<file path="config.mk">
export PLATFORM = sky130hd
export DESIGN_NAME = audio_i2s_tx
export DESIGN_NICKNAME = d
export VERILOG_FILES = /design/src/rtl/audio_i2s_tx.sv
export SDC_FILE = /design/constraint.sdc
export NUM_CORES = 1
export LEC_CHECK = 0
export CORE_MARGIN = 2
export CORE_UTILIZATION = 58
export CTS_CLUSTER_SIZE = 12
export DETAILED_ROUTE_END_ITERATION = 8
export PLACE_DENSITY = 0.89
export SLEW_MARGIN = 20
export SYNTH_ARGS = -nofsm -noshare
export SYNTH_HDL_FRONTEND = slang
export SYNTH_SLANG_ARGS = --single-unit
</file>
<file path="constraint.sdc">
create_clock -name clk -period 3.2 [get_ports clk]
set_input_delay 0.48 -clock clk [delete_from_list [all_inputs] [get_ports clk]]
set_output_delay 0.48 -clock clk [all_outputs]
set_load 0.02 [all_outputs]
</file>
<file path="src/rtl/audio_i2s_tx.sv">
// ---------------------------------------------------------------------------
// audio_i2s_tx
//
// Philips I2S transmitter running directly on the audio PLL clock. A stereo
// PCM pair is accepted over valid/ready into a one-deep holding register and
// is moved into the 64-bit frame register at the start of each frame. Each
// channel is left-justified in a 32-bit slot, MSB first, delayed by one SCLK
// after the LRCLK edge. With no new sample at frame start the previous frame
// is replayed and an underrun pulse is raised.
//
// Parameters
//   DW        sample width per channel, 1..32
//   SCLK_DIV  clk cycles per SCLK period, even and >= 2
//
// Ports
//   clk          audio clock
//   rst          synchronous reset, active-high
//   pll_locked   PLL lock status; low holds the block idle like rst
//   in_valid     sample pair offered
//   in_ready     holding register empty and block running
//   in_left      left sample, two's complement
//   in_right     right sample, two's complement
//   sclk         I2S bit clock
//   lrclk        word select, 0 = left slot, 1 = right slot
//   sdata        serial data, changes only while sclk is low
//   frame_start  one-cycle pulse in the frame load cycle
//   underrun     one-cycle pulse when a frame starts without a new sample
// ---------------------------------------------------------------------------
module audio_i2s_tx #(
   parameter int DW       = 16,
   parameter int SCLK_DIV = 8
) (
   input  logic          clk,
   input  logic          rst,
   input  logic          pll_locked,
   input  logic          in_valid,
   output logic          in_ready,
   input  logic [DW-1:0] in_left,
   input  logic [DW-1:0] in_right,
   output logic          sclk,
   output logic          lrclk,
   output logic          sdata,
   output logic          frame_start,
   output logic          underrun
);

   localparam int DIV_W = (SCLK_DIV > 2) ? $clog2(SCLK_DIV) : 1;
   localparam logic [DIV_W-1:0] DIV_LAST = DIV_W'(SCLK_DIV - 1);
   localparam logic [DIV_W-1:0] DIV_HALF = DIV_W'(SCLK_DIV / 2);

   logic             run;
   logic             load;
   logic             accept;
   logic             div_wrap;

   logic [DIV_W-1:0] div_q, div_d;
   logic [5:0]       bit_q, bit_d;
   logic             hold_full_q, hold_full_d;
   logic [DW-1:0]    hold_l_q, hold_l_d;
   logic [DW-1:0]    hold_r_q, hold_r_d;
   // The frame register is never shifted, so after every load it also holds
   // the last transmitted sample pair; an underrun simply leaves it alone.
   logic [63:0]      frame_q, frame_d;
   logic             sdata_q, sdata_d;

   // Left-justify a sample inside its 32-bit slot.
   function automatic logic [31:0] to_slot(input logic [DW-1:0] s);
      return 32'(s) << (32 - DW);
   endfunction

   assign run      = ~rst & pll_locked;
   assign div_wrap = (div_q == DIV_LAST);
   assign load     = run && (div_q == '0) && (bit_q == '0);
   assign accept   = in_valid & in_ready;

   always_comb begin
      // NOTE: every variable gets a default before any branch, so no path
      // leaves one unassigned and no latch is inferred.
      div_d       = div_q;
      bit_d       = bit_q;
      hold_full_d = hold_full_q;
      hold_l_d    = hold_l_q;
      hold_r_d    = hold_r_q;
      frame_d     = frame_q;
      sdata_d     = sdata_q;

      if (div_wrap) begin
         div_d = '0;
         bit_d = bit_q + 6'd1;
         // Slot bit n+1 carries F[63-n]; at bit 63 this picks F[0], which is
         // the one-SCLK-delayed last bit shown during the next frame's bit 0.
         sdata_d = frame_q[~bit_q];
      end else begin
         div_d = div_q + 1'b1;
      end

      // accept and a full-register load are mutually exclusive because
      // in_ready is low while hold_full is set.
      if (accept) begin
         hold_l_d    = in_left;
         hold_r_d    = in_right;
         hold_full_d = 1'b1;
      end

      if (load && hold_full_q) begin
         frame_d     = {to_slot(hold_l_q), to_slot(hold_r_q)};
         hold_full_d = 1'b0;
      end
   end

   always_ff @(posedge clk) begin
      // NOTE: sequential state uses non-blocking assignments so every
      // register samples the pre-edge values regardless of statement order.
      if (rst || !pll_locked) begin
         // All state, data registers included, clears so a relock starts a
         // fresh frame of zeros rather than replaying stale audio.
         div_q       <= '0;
         bit_q       <= '0;
         hold_full_q <= 1'b0;
         hold_l_q    <= '0;
         hold_r_q    <= '0;
         frame_q     <= '0;
         sdata_q     <= 1'b0;
      end else begin
         div_q       <= div_d;
         bit_q       <= bit_d;
         hold_full_q <= hold_full_d;
         hold_l_q    <= hold_l_d;
         hold_r_q    <= hold_r_d;
         frame_q     <= frame_d;
         sdata_q     <= sdata_d;
      end
   end

   // Gating with run forces the line outputs low in the very cycle the
   // block is stopped, before the registers have cleared.
   assign sclk        = run & (div_q >= DIV_HALF);
   assign lrclk       = run & bit_q[5];
   assign sdata       = run & sdata_q;
   assign in_ready    = run & ~hold_full_q;
   assign frame_start = load;
   assign underrun    = load & ~hold_full_q;

endmodule

</file>
==> results list, run 1 <==
- Counting distinct cell types in the post-synthesis netlist gives 33.
* P&R area growth vs syn: 22.98%
- After detailed routing, the average wire length per cell comes to 13.95 um.
* Detailed-route via count: 2,531
- Worst Setup End Kind: primary output
- Initial core utilization: 59.54%
- DR vias/cell: 5.385
- Launch instance of the worst register-to-register path: bit_q[0]
* FF-to-FF setup slack: 1260 ps
- Via count of the first global-routing pass: 2,400
* Clock transition time at the flip-flop clock pins of the worst setup and hold paths: 80 ps
* Sequential cell area fraction in the yosys report: 49.69%
- Ys flop type: sky130_fd_sc_hd__dfxtp_1
- Setup violations remaining at the end of the flow were counted as 0.
- Synthesis handed over a netlist of 362 instances.
- For this design the static power due to leakage is 1.272 nW.
- The critical path in this run is classified as flip-flop to primary output.
- After synthesis the cells add up to 3022 sq um.
- Data on the critical path is required at its endpoint by 2720 ps.
- H-tree levels: 3
- Timing would allow up to 0.3378 GHz.
- Post-synthesis async set-or-reset flop share: 0%
- Max-cap violations in this run came to 0.
- Setup repair after global routing missed its margin: false
- The clock passes through at most 2 buffers.
* Number of DRC violations after detailed-routing iteration 0: 171
- Headroom to the max-slew limit: 69.66%
- IO Count: 42
- The commonest cells after synthesis are 132 x sky130_fd_sc_hd__nand2_1, 75 x sky130_fd_sc_hd__dfxtp_1, 34 x sky130_fd_sc_hd__o21ai_0.
- Total congestion overflow after global routing: 0
* Most used standard cell by instance count after synthesis: sky130_fd_sc_hd__nand2_1
- Minimum period implied by the final worst setup slack: 2960 ps
- The initialized floorplan defines 26 standard-cell rows.
- Of the available clock period, the critical path in the final layout requires 92.51%.
* Layout cells sized above 1: 7.750%
- EDFF count, synth: 0
* Number of cells on the worst hold path: 2
- For hold timing, the worst endpoint is frame_q[29].
- Tracing the worst setup path back leads to its startpoint at bit_q[1].
- Maximum VDD drop: 0.3646 mV
* Placer Congestion: 0.8633
* Count of TritonRoute iterations in the first routing pass: 4
* Largest net degree at the start of global routing: 42
* N_diodes: 0
- Area of the core: 5075 sq um
- Final Power: 1.882 mW
- Final Hold Viols: 0
- In the routed design, unresolved DRC markers number 0.
- The number of antenna violations at the first check in global routing came to 0.
- The number of pins exceeding their max-slew limit in the final report is 0.
- Hold is met by 449.0 ps.
* Synthesized Nets: 403
* Die H: 76.18 um
- Final Core Density: 73.22%
- Worst-skew pair later-pin latency: 350 ps
- Area of the die: 5803 sq um
- The worst setup path is launched from a flip-flop.
- Class of the tightest hold or removal check: flip-flop to flip-flop
- Final net count: 437
- At the placement stage, the worst setup path has a slack of 503.9 ps.
- Setup total negative slack on the finished layout was measured at 0 ps.
* Post-CTS Repair Setup Buffers: 0
* Wire length of the first global-routing pass: 10,920 um
- Final setup margin: 239.6 ps
- Outcome: finished clean
* Clk sinks: 75
* I/O Buffers: 41
- Crit Path Max Fanout: 10
- Number of warnings issued by yosys: 0
- Register bit total from synthesis: 75
* Data arrival, critical path: 2480 ps
- Cell type contributing the most total cell area after synthesis: sky130_fd_sc_hd__dfxtp_1
- Global-route usage over all layers: 23.99%
- Terminus of the critical flop-to-flop path: sdata_q
- Die outline width: 76.18 um
- Leading post-synthesis cells by cell area: sky130_fd_sc_hd__dfxtp_1 50%, sky130_fd_sc_hd__nand2_1 16%, sky130_fd_sc_hd__o21ai_0 5.6%
- DP HPWL: 4370 um
- Clock root buffer: sky130_fd_sc_hd__clkbuf_8
- Counting the buffers created by CTS gives 9.
- The worst register-to-register path has a depth of 5.
- Total power divided by cell area: 506.5 nW/um^2
- Slew at the pin with the worst max-slew slack: 451.6 ps
- TritonCTS built the clock tree.
- Average cell area after synthesis: 8.347 sq um
* Total wirelength of the detailed-routed design: 6558 um
- Hold path startpoint: frame_q[29]
* Final ANT Viol Nets: 0
* Top cell type's share of synthesized area: 49.69%
- On the final layout, the worst clock skew is 10.48 ps.
==> placed cells by master (no fill, tap or decap), types with 3 or more instances in the layout <==
cell                              instances
sky130_fd_sc_hd__clkdlybuf4s50_1         41
sky130_fd_sc_hd__xor2_1                   3
sky130_fd_sc_hd__ha_1                     5
sky130_fd_sc_hd__clkbuf_8                11
sky130_fd_sc_hd__o21ai_0                 34
sky130_fd_sc_hd__buf_4                   10
sky130_fd_sc_hd__nor2_1                   8
sky130_fd_sc_hd__a21oi_1                 33
sky130_fd_sc_hd__nand2_1                132
sky130_fd_sc_hd__mux4_1                   6
sky130_fd_sc_hd__inv_1                    5
sky130_fd_sc_hd__mux2i_1                  5
sky130_fd_sc_hd__nand4_1                  3
sky130_fd_sc_hd__dfxtp_1                 75
==> routing by layer <==
metal	track usage [%]	vias up	share of wire, %
li1	-	1266	-
met1	28.67	1188	43
met2	41.25	61	50
met3	4.739	16	3.9
met4	12.18	0	2.8
met5	0	-	0
==> worst max-delay path, cell delays in order (launching register included) <==
cell and delay, ps:
sky130_fd_sc_hd__dfxtp_1 430, sky130_fd_sc_hd__inv_1 160, sky130_fd_sc_hd__ha_1 160, sky130_fd_sc_hd__nor4bb_2 360, sky130_fd_sc_hd__and3_1 270, sky130_fd_sc_hd__nor2b_1 140, sky130_fd_sc_hd__clkdlybuf4s50_1 600
==> where the power goes <==
part / total (mW) / internal, mW / switching [mW]
logic: 0.107 / 0.0579 / 0.0494
clock network: 0.814 / 0.477 / 0.337
registers: 0.961 / 0.950 / 0.0103
==> area by class of cell <==
class	count	area (sq um)
fillers	389	1359
flip-flops and latches	75	1501
inverters	5	18.77
multi-input cells	254	1398
clock inverters	4	73.82
clock buffers	11	151.4
well taps	70	87.58
repair buffers	51	485.5
==> state kept, by name, summed over array words and instances (netlist names) <==
| name | flops |
|---|---|
| hold_full_q | 1 |
| sdata_q | 1 |
| bit_q | 6 |
| hold_r_q | 16 |
| div_q | 3 |
| frame_q | 32 |
| hold_l_q | 16 |
==> worst max path at each step <==
| stage | slack [ps] | endpoint | cells after the start |
|---|---|---|---|
| 6_report | 240 | underrun | 6 |
| 5_1_grt | 60 | underrun | 6 |
| 4_1_cts | 120 | underrun | 6 |
| 3_5_place_dp | 500 | underrun | 6 |
| 3_3_place_gp | 620 | underrun | 5 |
| 2_1_floorplan | 980 | underrun | 6 |
==> kinds of logic after synthesis <==
family / Yosys count / share of synthesized area (%)
muxes: 13 / 7.992
buffers and inverters: 33 / 4.513
AOI/OAI and AO/OA: 71 / 12.46
and+or+nand+nor: 161 / 22.11
DFF: 75 / 49.69
adders and majority gates: 5 / 2.070
xor gates and xnor gates: 4 / 1.160
==> metrics by stage <==
step	cell area, sq um	cells
finish	3716	470
global route	3716	470
CTS	3710	470
detailed placement	3485	455
global placement	3485	455
floorplan	3022	362
==> repair_timing <==
action	4_1_cts	5_1_grt
gates resized for setup	0	1
endpoints found under the setup margin	0	1
hold buffers	0	0
No activity file was read; power rests on OpenSTA's default activity.
==> run 2, diff against run 1 <==
--- a/config.mk
+++ b/config.mk
@@ -7,6 +7,7 @@
 export LEC_CHECK = 0
 export CORE_MARGIN = 2
 export CORE_UTILIZATION = 58
+export CTS_CLUSTER_DIAMETER = 60
 export CTS_CLUSTER_SIZE = 12
 export DETAILED_ROUTE_END_ITERATION = 8
 export PLACE_DENSITY = 0.89
==> results of run 2 <==
Final layout, timing and power as in run 1 (identical DEF).
==> run 3, diff against run 2 <==
--- a/config.mk
+++ b/config.mk
@@ -10,6 +10,7 @@
 export CTS_CLUSTER_DIAMETER = 60
 export CTS_CLUSTER_SIZE = 12
 export DETAILED_ROUTE_END_ITERATION = 8
+export MAX_ROUTING_LAYER = met4
 export PLACE_DENSITY = 0.89
 export SLEW_MARGIN = 20
 export SYNTH_ARGS = -nofsm -noshare
==> results list, run 3 (same netlist as run 1, synthesis figures left out) <==
* Area of the core: 5075 sq um
- Number of cells on the worst hold path: 2
* Minimum period implied by the final worst setup slack: 2953 ps
- Worst-case clock buffer depth: 2
- The first global-routing pass estimated 10,970 um of wire.
- 42 I/O pins were placed.
- Maxcap violations: 0
- After filler insertion, the fill cell instance count of the layout stands at 389.
- Data arrival, critical path: 2470 ps
* Final TNS setup: 0 ps
- At the pin with the least slew margin, the transition time is 450.7 ps.
- For hold timing, the worst endpoint is frame_q[29].
* Final Hold Viols: 0
- N_diodes: 0
* DP HPWL: 4370 um
- Launch instance of the worst register-to-register path: bit_q[0]
- Maximum VDD drop: 0.3693 mV
- The largest registers in the layout are frame_q: 32 flops, hold_l_q: 16 flops, hold_r_q: 16 flops.
* Layout cells sized above 1: 7.750%
- Flip-flop count of the largest register after layout: 32
- Global-route usage over all layers: 24.66%
- Footprint of the multi-input gates: 1398 sq um
- Hold repair after CTS inserted 0 buffers.
- After clock tree synthesis, the clock-pin slew on the worst setup and hold paths is 80 ps.
- Top library cells by usage in the layout, fill and taps aside: 132 x sky130_fd_sc_hd__nand2_1, 75 x sky130_fd_sc_hd__dfxtp_1, 41 x sky130_fd_sc_hd__clkdlybuf4s50_1, 34 x sky130_fd_sc_hd__o21ai_0, 33 x sky130_fd_sc_hd__a21oi_1
- The net count of the finished layout is 437.
* Via count of the first global-routing pass: 2,397
* Detailed-route via count: 2,514
- Using the TritonRoute via totals, the vias-per-cell ratio works out to 5.349.
- Final max-slew violation count: 0
- The number of antenna violations at the first check in global routing came to 0.
- Headroom to the max-slew limit: 69.72%
- Of all nets on the critical path, the largest fanout is 10.
- Hold path startpoint: frame_q[29]
- Initial core utilization: 59.54%
- Die H: 76.18 um
- For this run, the number of standard cells in the final layout without fillers is 470.
* TritonCTS clock tree: done
- For this run, design rule violations remaining after detail routing come to 0.
* Setup repair after global routing missed its margin: false
- Terminus of the critical flop-to-flop path: sdata_q
- For this block, the initial DRC count from the detailed router was 186.
- The worst register-to-register path has a setup slack of 1260 ps.
- Worst Setup Start Kind: flip-flop
* Most frequent standard cell in the layout excluding fill and tap cells: sky130_fd_sc_hd__nand2_1
* Outcome: finished clean
- Cts bufs inserted: 9
- Largest net degree at the start of global routing: 42
- Worst-skew pair later-pin latency: 350 ps
* Register name with the most flops: frame_q
* Setup violations, final: 0
* I/O Buffers: 41
- In this run the power density over the cells is 506.2 nW/um^2.
- STA classifies the critical path endpoint as a primary output.
* Cells after DPL: 455
- Die outline width: 76.18 um
- The setup path with the least slack is of type flip-flop to primary output.
- Total number of placement rows: 26
- Compared with the post-synthesis result, the final layout area differs by 22.98%.
- The H-tree generated during clock tree synthesis spans 3 levels.
- Summed over all layers, the routed wires come to 6581 um.
- The congestion estimate from routability-driven global placement came to 0.8773.
- The pre-antenna-repair detailed-routing pass consisted of 4 iterations.
- Class of the tightest hold or removal check: flip-flop to flip-flop
* LEAKAGE: 1.272 nW
- The sequential cells in the finished layout cover a total of 1501 sq um.
- Total power for the finished layout comes to 1.881 mW.
* Reg2reg path depth: 5
* Worst Clk Skew: 10.26 ps
- Clk sinks: 75
- The count of nets left with antenna violations once routing finished came out at 0.
- The root buffer cell chosen for the clock tree is sky130_fd_sc_hd__clkbuf_8.
* Routed wirelength normalized by instance count: 14.00 um
* WP data required: 2720 ps
* Total congestion overflow after global routing: 0
- Peak clock frequency supported by timing: 0.3386 GHz
- The final critical path takes up 92.30% of the cycle.
- The die covers 5803 sq um.
run 3: cell counts in the layout (fill, tap and decap cells not counted):
Identical to the previous run, type by type.
run 3: stage by stage:
step / cell area, sq um / util (%) / setup slack (ps) / hold WS [ps]
2_1_floorplan: 3022 / - / 976.4 / 427.0
3_3_place_gp: 3485 / 68.66 / 616.9 / 434.7
3_5_place_dp: 3485 / 68.66 / 503.9 / 442.0
4_1_cts: 3710 / 73.10 / 116.7 / 450.8
5_1_grt: 3716 / 73.22 / 67.05 / 464.3
6_report: 3716 / 73.22 / 246.5 / 448.8
run 3: timing repair:
item	4_1_cts	5_1_grt
resized for setup	0	1
endpoints found under the setup margin	0	1
buffers inserted	0	0
run 3: worst max-delay path by stage:
stage / endpoint / startpoint
6_report: underrun / bit_q[1]
3_5_place_dp: underrun / bit_q[1]
3_3_place_gp: underrun / pll_locked
2_1_floorplan: underrun / bit_q[0]
4_1_cts: underrun / bit_q[1]
5_1_grt: underrun / bit_q[1]
run 3: cell type report:
type / count / area share [%]
Clock buffer: 11 / 4.074
Timing Repair Buffer: 51 / 13.06
Clock inverter: 4 / 1.987
Inverter: 5 / 0.5051
Multi-Input combinational cell: 254 / 37.61
Sequential cell: 75 / 40.40
Tap cell: 70 / 2.357
run 3: layer usage:
layer / vias up / global-route usage (%) / wire length (um)
li1: 1264 / - / -
met2: 60 / 40.98 / 3344
met1: 1178 / 29.06 / 2797
met3: 12 / 4.384 / 320
met4: 0 / 12.18 / 118
met5: - / - / 0
run 3: where the power goes:
| part | switching [mW] | leakage [nW] | internal, mW | total [mW] |
|---|---|---|---|---|
| combinational | 0.0494 | 0.549 | 0.0579 | 0.107 |
| sequential | 0.0103 | 0.607 | 0.950 | 0.961 |
| clock | 0.336 | 0.115 | 0.477 | 0.813 |
| total | 0.395 | 1.27 | 1.49 | 1.88 |
run 3: worst max-delay path, cell delays in order, from the launching register on:
cell                              delay (ps)
sky130_fd_sc_hd__dfxtp_1                 430
sky130_fd_sc_hd__inv_1                   160
sky130_fd_sc_hd__ha_1                    160
sky130_fd_sc_hd__nor4bb_2                370
sky130_fd_sc_hd__and3_1                  270
sky130_fd_sc_hd__nor2b_1                 140
sky130_fd_sc_hd__clkdlybuf4s50_1         600
